## src/rtl/img_pkg.sv

```systemverilog
// Shared definitions for the pixel point-operation engine: mode encodings
// and width-generic saturating arithmetic helpers.
package img_pkg;

    typedef enum logic [2:0] {
        MODE_PASS     = 3'd0,
        MODE_BRIGHTEN = 3'd1,
        MODE_DARKEN   = 3'd2,
        MODE_BINARISE = 3'd3,
        MODE_INVERT   = 3'd4
    } pix_mode_e;

    // Operands are zero-extended samples; the 32-bit sum cannot overflow for any
    // sample width up to 31 bits, so clamping against max_v is exact.
    function automatic logic [31:0] sat_add(input logic [31:0] a,
                                            input logic [31:0] b,
                                            input logic [31:0] max_v);
        logic [31:0] sum;
        sum = a + b;
        return (sum > max_v) ? max_v : sum;
    endfunction

    function automatic logic [31:0] sat_sub(input logic [31:0] a,
                                            input logic [31:0] b);
        return (a > b) ? (a - b) : 32'd0;
    endfunction

endpackage

```

## src/rtl/pix_alu.sv

```systemverilog
// Single-channel combinational point operation: maps one sample x to y
// according to the selected mode, offset and threshold.
module pix_alu
    import img_pkg::*;
#(
    parameter int PIX_W = 8
) (
    input  logic [2:0]       mode_i,
    input  logic [PIX_W-1:0] value_i,
    input  logic [PIX_W-1:0] thresh_i,
    input  logic [PIX_W-1:0] x_i,
    output logic [PIX_W-1:0] y_o
);

    localparam logic [31:0] PIX_MAX = 32'((64'd1 << PIX_W) - 64'd1);

    // Undefined encodings fall through to pass-through.
    always_comb begin
        y_o = x_i;
        case (mode_i)
            MODE_PASS:     y_o = x_i;
            MODE_BRIGHTEN: y_o = PIX_W'(sat_add(32'(x_i), 32'(value_i), PIX_MAX));
            MODE_DARKEN:   y_o = PIX_W'(sat_sub(32'(x_i), 32'(value_i)));
            MODE_BINARISE: y_o = (x_i >= thresh_i) ? {PIX_W{1'b1}} : {PIX_W{1'b0}};
            MODE_INVERT:   y_o = ~x_i;
            default:       y_o = x_i;
        endcase
    end

endmodule

```

## src/rtl/pixel_point_op.sv

```systemverilog
// Streaming per-pixel point-operation engine: two-stage valid/ready pipeline,
// configuration latched on SOF beats, per-frame output beat counter.
module pixel_point_op
    import img_pkg::*;
#(
    parameter int PIX_W = 8,
    parameter int CH    = 1,
    parameter int CNT_W = 20
) (
    input  logic                  clk,
    input  logic                  rst,
    input  logic [2:0]            cfg_mode,
    input  logic [PIX_W-1:0]      cfg_value,
    input  logic [PIX_W-1:0]      cfg_thresh,
    input  logic                  in_valid,
    output logic                  in_ready,
    input  logic                  in_sof,
    input  logic [CH*PIX_W-1:0]   in_data,
    output logic                  out_valid,
    input  logic                  out_ready,
    output logic                  out_sof,
    output logic [CH*PIX_W-1:0]   out_data,
    output logic [CNT_W-1:0]      out_count
);

    localparam int DW = CH * PIX_W;

    logic [2:0]       cfg_mode_q,   cfg_mode_d;
    logic [PIX_W-1:0] cfg_value_q,  cfg_value_d;
    logic [PIX_W-1:0] cfg_thresh_q, cfg_thresh_d;

    logic             s1_valid_q,  s1_valid_d;
    logic             s1_sof_q,    s1_sof_d;
    logic [DW-1:0]    s1_data_q,   s1_data_d;
    logic [2:0]       s1_mode_q,   s1_mode_d;
    logic [PIX_W-1:0] s1_value_q,  s1_value_d;
    logic [PIX_W-1:0] s1_thresh_q, s1_thresh_d;

    logic             out_valid_q, out_valid_d;
    logic             out_sof_q,   out_sof_d;
    logic [DW-1:0]    out_data_q,  out_data_d;
    logic [CNT_W-1:0] out_count_q, out_count_d;

    logic             advance_s;
    logic             accept_s;
    logic [DW-1:0]    alu_y_s;

    assign advance_s = out_ready | ~out_valid_q;
    assign accept_s  = in_valid & advance_s;
    assign in_ready  = advance_s;

    assign out_valid = out_valid_q;
    assign out_sof   = out_sof_q;
    assign out_data  = out_data_q;
    assign out_count = out_count_q;

    for (genvar c = 0; c < CH; c++) begin : g_ch
        pix_alu #(.PIX_W(PIX_W)) u_alu (
            .mode_i   (s1_mode_q),
            .value_i  (s1_value_q),
            .thresh_i (s1_thresh_q),
            .x_i      (s1_data_q[c*PIX_W +: PIX_W]),
            .y_o      (alu_y_s[c*PIX_W +: PIX_W])
        );
    end

    // Next-state: an SOF beat carries the fresh cfg_* into S1 directly so the
    // mode switches exactly at that beat; other beats use the latched config.
    always_comb begin
        cfg_mode_d   = cfg_mode_q;
        cfg_value_d  = cfg_value_q;
        cfg_thresh_d = cfg_thresh_q;
        s1_valid_d   = s1_valid_q;
        s1_sof_d     = s1_sof_q;
        s1_data_d    = s1_data_q;
        s1_mode_d    = s1_mode_q;
        s1_value_d   = s1_value_q;
        s1_thresh_d  = s1_thresh_q;
        out_valid_d  = out_valid_q;
        out_sof_d    = out_sof_q;
        out_data_d   = out_data_q;
        out_count_d  = out_count_q;

        if (accept_s && in_sof) begin
            cfg_mode_d   = cfg_mode;
            cfg_value_d  = cfg_value;
            cfg_thresh_d = cfg_thresh;
        end else begin
            cfg_mode_d   = cfg_mode_q;
        end

        if (advance_s) begin
            s1_valid_d  = in_valid;
            out_valid_d = s1_valid_q;
            if (in_valid) begin
                s1_sof_d    = in_sof;
                s1_data_d   = in_data;
                s1_mode_d   = in_sof ? cfg_mode   : cfg_mode_q;
                s1_value_d  = in_sof ? cfg_value  : cfg_value_q;
                s1_thresh_d = in_sof ? cfg_thresh : cfg_thresh_q;
            end else begin
                s1_sof_d    = s1_sof_q;
            end
            // out_count_q still holds the last emitted beat's index here.
            if (s1_valid_q) begin
                out_sof_d   = s1_sof_q;
                out_data_d  = alu_y_s;
                out_count_d = s1_sof_q ? {CNT_W{1'b0}}
                                       : out_count_q + {{(CNT_W-1){1'b0}}, 1'b1};
            end else begin
                out_sof_d   = out_sof_q;
            end
        end else begin
            s1_valid_d  = s1_valid_q;
        end
    end

    // State registers; reset discards in-flight beats and restores PASS config.
    always_ff @(posedge clk or posedge rst) begin
        if (rst) begin
            cfg_mode_q   <= MODE_PASS;
            cfg_value_q  <= {PIX_W{1'b0}};
            cfg_thresh_q <= {PIX_W{1'b0}};
            s1_valid_q   <= 1'b0;
            s1_sof_q     <= 1'b0;
            s1_data_q    <= {DW{1'b0}};
            s1_mode_q    <= MODE_PASS;
            s1_value_q   <= {PIX_W{1'b0}};
            s1_thresh_q  <= {PIX_W{1'b0}};
            out_valid_q  <= 1'b0;
            out_sof_q    <= 1'b0;
            out_data_q   <= {DW{1'b0}};
            out_count_q  <= {CNT_W{1'b0}};
        end else begin
            cfg_mode_q   <= cfg_mode_d;
            cfg_value_q  <= cfg_value_d;
            cfg_thresh_q <= cfg_thresh_d;
            s1_valid_q   <= s1_valid_d;
            s1_sof_q     <= s1_sof_d;
            s1_data_q    <= s1_data_d;
            s1_mode_q    <= s1_mode_d;
            s1_value_q   <= s1_value_d;
            s1_thresh_q  <= s1_thresh_d;
            out_valid_q  <= out_valid_d;
            out_sof_q    <= out_sof_d;
            out_data_q   <= out_data_d;
            out_count_q  <= out_count_d;
        end
    end

endmodule

```

## config.mk

```make
export PLATFORM = sky130hd
export DESIGN_NAME = pixel_point_op
export DESIGN_NICKNAME = d
export VERILOG_FILES = /design/src/rtl/img_pkg.sv /design/src/rtl/pix_alu.sv /design/src/rtl/pixel_point_op.sv
export SDC_FILE = /design/constraint.sdc
export NUM_CORES = 1
export LEC_CHECK = 0
export ABC_AREA = 0
export ABC_CLOCK_PERIOD_IN_PS = 2700
export BUFFER_PORTS_ARGS = -buffer_cell sky130_fd_sc_hd__buf_2
export CAP_MARGIN = 20
export CORE_AREA = 2 2 91 93
export CTS_CLUSTER_SIZE = 30
export DETAILED_ROUTE_END_ITERATION = 8
export DIE_AREA = 0 0 93 95
export HOLD_SLACK_MARGIN = 0.08
export PLACE_DENSITY = 0.79
export SYNTH_ARGS = -nofsm -noshare
export SYNTH_HDL_FRONTEND = slang
export SYNTH_SLANG_ARGS = --single-unit
```

## constraint.sdc

```tcl
create_clock -name clk -period 2.7 [get_ports clk]
set_clock_uncertainty 0.15 [all_clocks]
set_input_delay 0.135 -clock clk [delete_from_list [all_inputs] [get_ports clk]]
set_output_delay 0.135 -clock clk [all_outputs]
set_load 0.02 [all_outputs]
```

* After elaboration in Yosys (flattened, before gate mapping)
Cells that the tools add are included.
** Storage, ports and cells
- Bits in registers :: 78
- Bits in latches :: 0
- RAM bits :: 0
- ROM bits :: 0
- Input port bits :: 32
- Output and inout port bits :: 31
- Word-level logic and storage cells :: 38
- Memories :: 0
** Operators by class
- $add $sub $neg :: 3
- $mul :: 0
- Divide/modulo/power cells :: 0
- $lt $le $gt $ge :: 3
- Equality and inequality tests :: 4
- Shift operators :: 0
- Muxes and demuxes :: 8
- Bitwise operators :: 4
- Reduce and logical (&&, ||, !) cells :: 3
** Operators with widths (count)
- 2-to-1 mux 8 bit :: 5
- case mux 8 bit (4 select lines) :: 1
- adder 20 x 1 -> 20 bit (second input constant) :: 1
- 2-to-1 mux 20 bit :: 1
- adder 8 x 8 -> 9 bit :: 1
- > comparator 9 x 8 -> 1 bit (second input constant) :: 1
- >= comparator 8 bit :: 1
- > comparator 8 bit :: 1
- inverter 8 bit :: 1
- subtractor 8 bit :: 1
- equality test 3 x 2 -> 1 bit (second input constant) :: 2
- AND reduction 2 bit :: 2
- equality test 3 x 1 -> 1 bit (second input constant) :: 1
- equality test 3 bit (second input constant) :: 1
- 2-to-1 mux 3 bit :: 1
- AND 1 bit :: 1
- logical AND 1 bit :: 1
- inverter 1 bit :: 1
- bitwise OR 1 bit :: 1

* Logic depth before layout (Yosys ltp)
Gate-level depths: netlist of the first run.
- Depth in word-level cells :: 4
- Depth in mapped cells :: 10
- Depth with buffers taken out :: 10

* Hierarchy
A second synthesis of the first run with hierarchy kept.
** Unflattened totals
- Cell total of the unflattened synthesis :: 457
- Area, all modules :: 4593.2 µm²
** By module, submodules not included
- pixel_point_op :: instances 1, cells each 288, area an instance 3387.0 µm², sequential area each 1951.9 µm²
- pix_alu :: instances 1, cells each 169, area an instance 1206.2 µm², sequential area each 0.0 µm²

* Worst setup path before layout of the first run
Ideal clock, no wire load.
- Path kind :: flip-flop to flip-flop
- Start point :: reg s1_data_q[1]
- End point :: reg out_data_q[0], in the netlist out_data[0]
- Library setup time :: 0.082 ns
- Data arrival time :: 2.133 ns
- Data required time :: 2.468 ns
- Path slack :: 0.334 ns
- Stages on the path, launching flop included :: 8
- Path buffers :: 0
- Clock period less this slack :: 2.366 ns
- Path through :: dfrtp_1 -> inv_1 -> fa_1 -> o21ba_2 -> o41ai_1 -> a221o_1 -> a21oi_1 -> a31oi_1
** Between the ends
- Word-level cells in the longest chain between the ends :: 4
- Elaborated cells on any way between the ends :: 8
- Classes of those cells :: add/sub: 1; order compare: 3; mux: 4
** RTL lines
- start, declared :: line pixel_point_op.sv:34 : logic [DW-1:0] s1_data_q, s1_data_d;
- start signal, assigned :: line pixel_point_op.sv:126 : s1_data_q <= {DW{1'b0}};
- start signal, assigned :: line pixel_point_op.sv:140 : s1_data_q <= s1_data_d;
- adder 8 x 8 -> 9 bit :: line img_pkg.sv:19 : sum = a + b;
- > comparator 9 x 8 -> 1 bit :: line img_pkg.sv:20 : return (sum > max_v) ? max_v : sum;
- 2-to-1 mux 8 bit :: line img_pkg.sv:20
- case mux 8 bit (4 select lines) * :: line pix_alu.sv:20 : case (mode_i)
- end signal, assigned :: line pixel_point_op.sv:132 : out_data_q <= {DW{1'b0}};
- end signal, assigned :: line pixel_point_op.sv:146 : out_data_q <= out_data_d;
- end, declared :: line pixel_point_op.sv:41 : logic [DW-1:0] out_data_q, out_data_d;
Mark *: on every way between the ends. The rest lies on a longest branch, timed or not.
A chain may end at the register's enable or synchronous reset.

* Worst setup path after layout of the first run
- Start point :: reg s1_data_q[0]
- End point :: reg out_data_q[6], in the netlist out_data[6]
The elaborated chain is that of the path after synthesis.

==> qor.csv, run 1 <==
stage,metric,value,unit
drt,wl_per_cell,16.36,um
critical_path,crit_arrival,2.71,ns
finish,fin_nets,618,
yosys,synth_compound_area_share,14.83,%
power_and_ir_drop,p_leak,2.599,nW
cts,h-tree-depth,3,
power_and_ir_drop,p_int,0.002649,W
critical_path,required,2.83,ns
critical_path,cp_max_fo,4,
finish,nFillCells,636,
placement,portBuffers,62,
finish,drive_above_1_share,23.94,%
critical_path,max_stage_delay,0.43,ns
critical_path,cp.depth,10,
run_status,outcome,finished clean,
power_and_ir_drop,power,0.004325,W
run,cap_violations,0,
floorplanning,core,0.007928,mm^2
sta,setup_viol,0,
drt,drt-vias-per-instance,5.620,
global_route,grt_pass1_vias,3808,
power_and_ir_drop,p_switching,0.001676,W
placement,dp_hpwl,7791,um
global_route,grt_pass1_wl,17860,um
yosys,synth_fa_ha_area_share,7.862,%
power_and_ir_drop,sw_frac_of_total,38.76,%
drt,drtIter0Drc,185,
sta,rsz0062_at_grt,true,
yosys,synth_cell_types,54,
power_and_ir_drop,ir_drop,0.4178,mV
cts,tritoncts,yes,
power_and_ir_drop,seqPwrFrac,38.7,%
cts,root_buffer,clkbuf_8,
worst_hold_path,min_path_type,input pin to flop,
global_route,overflow,0,
critical_path,crit_slowest_cell,dfrtp_1,
yosys,synth-xor-area-share,3.513,%
drt,drc,0,
finish,utilization,69.54,%
yosys,syn_area_per_cell,9.714,um^2
yosys,synth_mux_area_share,10.96,%
power_and_ir_drop,combPwrFrac,39.5,%
yosys,synth-async-reset-ratio,100.0,%
finish,n_antenna_cell,0,
floorplanning,die_y,95,um
critical_path,cp_top_family,compound AO/OA/AOI/OAI gates,
sta,max_slew_margin,33.48,%
yosys,netlist_area,0.004488,mm^2
drt,wl,10940,um
sta,post-route-min-period,2.583,ns
cts,cts_num_sinks,78,
critical_path,cp_num_buf_inv,2,
sta,max_freq,387.1,MHz
sta,tightest_slew,0.9874,ns
yosys,yosysWarnings,0,
finish,area_delta_synth_final,22.83,%
drt,route.vias.total,3760,
global_route,grt_max_degree,52,
global_route,grt_use_total,26.10,%
sta,fin_crit_sh,95.67,%
sta,final_max_slew_viol_count,0,
floorplanning,io_pins,63,
power_and_ir_drop,pwr-share-clk,21.8,%
critical_path,r2r_cells,10,
yosys,ys_seq_area_share,43.49,%
cts,cts.clk_slew.worst_paths,0.09,ns
floorplanning,initial_core_util,56.61,%
yosys,synth_top_family_by_area,compound AO/OA/AOI/OAI gates,
critical_path,crit_type,flop to flop,
cts,worstSkewPairLatency,0.35,ns
worst_hold_path,worst_hold_path.num_cells,4,
drt,first_pass_iters,4,
global_route,antenna_found_initial,0,
placement,place_ws,0.09313,ns
drt,ant_nets,0,
cts,cts_buffer_depth,2,
critical_path,startpoint_type,flop,
yosys,syn_inst,462,
power_and_ir_drop,powerDensity,784.5,mW/mm^2
sta,layout_setup_ws,0.1168,ns
sta,final_hold_viol_count,0,
yosys,synth_flop_cell,dfrtp_1,
sta,setup_tns,0,ns
floorplanning,die_area,0.008835,mm^2
floorplanning,dieWidth,93,um
yosys,synth_edf_count,0,
cts,cts_buffers,9,
floorplanning,rows,33,
critical_path,cp-end-kind,flop,
yosys,synth-seq-cells,78,
yosys,synthSimpleGateAreaFrac,14.78,%
yosys,syn-num-nets,521,
critical_path,path_cells,inv_1 -> ha_1 -> inv_1 -> fa_1 -> a21oi_1 -> o21ai_0 -> a21oi_1 -> xor2_1 -> or3_1 -> a31oi_1,
placement,gp_congestion,1.021,
-- path summary, 6_finish.rpt --
| kind | startpoint | endpoint | slack, ns |
|---|---|---|---|
| worst max register to register | s1_data_q[0] | out_data[6] | 0.12 |
| worst min-delay path | in_sof | s1_thresh_q[2] | 0.26 |
| worst min register to register | out_sof | out_sof | 0.33 |
| max in group asynchronous | rst | out_data[0] | 1.43 |
| worst max-delay path | s1_data_q[0] | out_data[6] | 0.12 |
| min in group asynchronous | rst | cfg_thresh_q[5] | 0.28 |
-- sequential cells by signal (all words and copies together), names as in the netlist --
signal	cells
out_data	8
s1_data_q	8
out_sof	1
s1_mode_q	3
s1_sof_q	1
s1_thresh_q	8
out_valid	1
cfg_mode_q	3
out_count	20
cfg_value_q	8
s1_value_q	8
cfg_thresh_q	8
s1_valid_q	1
-- worst reg2reg max path: stages (launching register included) --
cell,delay (ns)
dfrtp_1,0.43
inv_1,0.11
ha_1,0.17
inv_1,0.05
fa_1,0.42
a21oi_1,0.26
o21ai_0,0.14
a21oi_1,0.19
xor2_1,0.09
or3_1,0.35
a31oi_1,0.15
-- cell families (layout without fill, tap and decap cells) --
kind of cell               after synthesis  count (layout)
AOI/OAI and AO/OA                      109             109
xor gates and xnor gates                18              18
adders and majority gates               27              27
buffers and inverters                   52             154
DFF                                     78              78
muxes                                   46              46
and+or+nand+nor                        132             132
-- metal layers --
metal  GRT usage (%)  part of all wire, %  vias up
met3           5.427                  4.4       21
met4           8.088                  1.5        0
met1           34.42                   44     1805
met2           43.54                   50      101
li1                -                    -     1833
met5               0                    0        -
-- power groups by stage --
stage	Clock (W)	Combinational (W)	Sequential [W]
5_1_grt	0.00102	0.00188	0.00171
3_5_place_dp	0	0.00162	0.00169
2_1_floorplan	0	0.00102	0.00176
4_1_cts	0.000957	0.00166	0.00167
3_3_place_gp	0	0.00159	0.00168
6_report	0.000945	0.00171	0.00167
-- layout by cell type, fill, tap and decap left out, drive strengths merged, types with 3 or more instances in the layout --
cell,synthesis,final
dfrtp,78,78
o21ai,28,28
a211oi,4,4
nand3,14,14
inv,29,31
mux2i,21,21
nor3,11,11
a21o,4,4
nor3b,3,3
a31oi,6,6
nor2,48,48
or3,6,6
nand4,8,8
nand2,22,22
xnor2,7,7
mux2,25,25
nor4,3,3
a21oi,38,38
o22a,3,3
dlygate4sd3,0,29
xor2,11,11
buf,5,80
o211ai,5,5
clkbuf,18,11
o22ai,5,5
ha,25,25
nor2b,5,5
nand2b,5,5
-- stage by stage --
step	hold WS, ns	cell area (um^2)	cells
6_report	0.2591	5513	669
5_1_grt	0.2659	5513	669
4_1_cts	0.2502	5479	668
3_5_place_dp	0.1350	4974	623
3_3_place_gp	0.1264	4974	623
2_1_floorplan	0.1018	4488	462
-- cells in the mapped netlist (all sizes together), types with 6 or more instances --
cell type | instances | share of area [%]
o21ai | 28 | 3.1
a21oi | 38 | 4.2
ha | 25 | 7.0
inv | 29 | 2.4
clkbuf | 18 | 1.5
dfrtp | 78 | 43
xnor2 | 7 | 1.4
mux2 | 25 | 6.3
nand2 | 22 | 1.8
a31oi | 6 | 0.84
nor2 | 48 | 4.1
nand4 | 8 | 1.1
or3 | 6 | 0.84
nor3 | 11 | 1.5
mux2i | 21 | 4.7
nand3 | 14 | 1.7
xor2 | 11 | 2.1
-- repair_timing --
item / 4_1_cts / 5_1_grt
hold buffers: 29 / 0
endpoints found under the hold margin: 81 / 0
endpoints found under the setup margin: 0 / 5
resized for setup: 0 / 5
buffers inserted: 0 / 1
-- area by class of cell --
cell class	count	area (um^2)	share of cell area, %
clock buffer	11	151.4	2.746
tap	105	131.4	2.383
timing repair buffer	109	748.2	13.57
sequential	78	1952	35.41
multi-input combinational	332	2357	42.76
inverter	29	108.9	1.975
clock inverter	5	63.81	1.158
Power figures use the tool's default switching activity.
==> run 2: changes to the inputs <==
Settings changed: CORE_AREA 2 2 91 93 to 2 2 108 89, DIE_AREA 0 0 93 95 to 0 0 110 91, PLACE_DENSITY 0.79 to 0.7.
==> run 2 against run 1 <==
  * Via count is 0.35% higher
  * Wire length is 1.5% higher
  * Sequential power hardly changed
  * Critical path depth stayed put
  * Critical endpoint is now out_data[3]
==> qor.csv, run 2 (same netlist as run 1, synthesis figures left out) <==
stage,metric,value,unit,change
finish,area_delta_synth_final,22.61,%,
cts,root_buffer,clkbuf_8,,
floorplanning,die_y,91,um,-4.2%
drt,drt-vias-per-instance,5.557,,-1.1%
global_route,overflow,0,,unchanged
power_and_ir_drop,p_leak,2.586,nW,-0.51%
critical_path,startpoint_type,flop,,
drt,first_pass_iters,5,,+1
drt,drc,0,,unchanged
finish,largest_reg_flops,20,,unchanged
floorplanning,dieWidth,110,um,+18%
cts,h-tree-depth,3,,unchanged
finish,mostFrequentLayoutCells,"dfrtp_1, buf_2, nor2_1, a21oi_1, dlygate4sd3_1",,
run,cap_violations,0,,unchanged
placement,placed_cell_area,0.004976,mm^2,about the same
global_route,antenna_found_initial,0,,unchanged
sta,final_hold_viol_count,0,,unchanged
run_status,outcome,finished clean,,
finish,design_area,0.005503,mm^2,-0.18%
sta,max_freq,389.7,MHz,+0.67%
cts,cts_buffers,9,,unchanged
floorplanning,core,0.008882,mm^2,+12%
critical_path,crit_type,flop to flop,,
cts,cts_num_sinks,78,,unchanged
sta,setup_tns,0,ns,unchanged
global_route,grt_pass1_wl,18460,um,+3.4%
critical_path,crit_arrival,2.64,ns,-0.07 ns
finish,n_antenna_cell,0,,unchanged
global_route,grt_use_total,23.82,%,-2.3 points
floorplanning,io_pins,63,,unchanged
worst_hold_path,min_path_type,input pin to async pin,,
placement,gp_congestion,0.9075,,-11%
drt,route.vias.total,3773,,+0.35%
critical_path,required,2.78,ns,-0.05 ns
critical_path,cp-end-kind,flop,,
floorplanning,initial_core_util,50.53,%,-6.1 points
placement,place_inst,633,,+1.6%
floorplanning,die_area,0.01001,mm^2,+13%
sta,setup_viol,0,,unchanged
finish,fin_nets,618,,unchanged
power_and_ir_drop,powerDensity,776.5,mW/mm^2,-1.0%
drt,wl_per_cell,16.35,um,about the same
placement,portBuffers,62,,unchanged
power_and_ir_drop,ir_drop,0.5730,mV,+37%
finish,utilization,61.95,%,-7.6 points
cts,cts.clk_slew.worst_paths,0.08,ns,about the same
sta,post-route-min-period,2.566,ns,-0.01722 ns
sta,max_slew_margin,33.38,%,-0.094 points
cts,cts_buffer_depth,2,,unchanged
drt,wl,11110,um,+1.5%
power_and_ir_drop,power,0.004273,W,-1.2%
sta,final_max_slew_viol_count,0,,unchanged
global_route,grt_max_degree,52,,unchanged
cts,tritoncts,yes,,
finish,nFillCells,758,,+19%
finish,finalNonFillerCells,679,,+1.5%
placement,dp_hpwl,7994,um,+2.6%
global_route,grt_pass1_vias,3670,,-3.6%
drt,drtIter0Drc,256,,+38%
critical_path,cp_max_fo,6,,+2
sta,tightest_slew,0.9888,ns,+0.001400 ns
drt,ant_nets,0,,unchanged
cts,worstSkewPairLatency,0.36,ns,about the same
sta,fin_crit_sh,95.04,%,-0.64 points
floorplanning,rows,31,,-6.1%
finish,drive_above_1_share,23.94,%,unchanged
finish,mostFrequentLayoutCell,dfrtp_1,,
-- run 2: area by class of cell --
| class | instances | area (um^2) | share of cell area, % |
|---|---|---|---|
| tap | 115 | 143.9 | 2.615 |
| timing repair buffer | 109 | 735.7 | 13.37 |
| clock buffer | 13 | 158.9 | 2.888 |
| multi-input combinational | 332 | 2360 | 42.88 |
| inverter | 29 | 110.1 | 2.001 |
| clock inverter | 3 | 42.54 | 0.7731 |
| sequential | 78 | 1952 | 35.47 |
-- run 2: metal layers --
metal | up-vias | GRT usage (%) | wire length, um | part of all wire [%]
met5 | - | 0 | 0 | 0
met4 | 0 | 6.013 | 145 | 1.3
met3 | 13 | 5.025 | 628 | 5.7
met2 | 126 | 36.25 | 5089 | 46
met1 | 1802 | 34.56 | 5241 | 47
li1 | 1832 | - | - | -
-- run 2: final timing paths --
kind | slack, ns | to | from | cells after the start
max | 0.13 | out_data[3] | s1_data_q[0] | 10
min | 0.20 | s1_thresh_q[5] | rst | 3
max reg2reg | 0.13 | out_data[3] | s1_data_q[0] | 10
min reg2reg | 0.33 | out_sof | out_sof | 1
max in group asynchronous | 1.48 | s1_mode_q[1] | rst | 4
min in group clk | 0.26 | s1_sof_q | in_valid | 5
-- run 2: what timing repair did --
item | 4_1_cts | 5_1_grt
resized for setup | 1 | 5
pin swaps | 0 | 1
gates cloned | 0 | 0
endpoints found under the hold margin | 74 | 0
hold buffers | 29 | 0
setup buffers | 0 | 1
setup endpoints to repair | 1 | 8
-- run 2: critical path, cell delays in order (launching register included) --
cell,delay (ns)
dfrtp_1,0.43
inv_1,0.12
ha_1,0.19
inv_1,0.06
fa_2,0.37
a211oi_2,0.24
o21ai_0,0.12
a31oi_1,0.29
nor2_2,0.14
a211oi_1,0.24
a21oi_1,0.10
-- run 2: power by group --
part           internal [W]  switching, W
Sequential          0.00142      0.000256
Combinational      0.000733      0.000958
Clock              0.000477      0.000424
Total               0.00263       0.00164
-- run 2: per-stage QoR --
| step | hold WS, ns | setup slack (ns) |
|---|---|---|
| after floorplan | 0.1018 | 0.3344 |
| after global placement | 0.02389 | 0.1824 |
| after detailed placement | 0.02797 | 0.01318 |
| after CTS | 0.1902 | 0.002716 |
| after global routing | 0.2195 | -0.01964 |
| final | 0.1959 | 0.1340 |
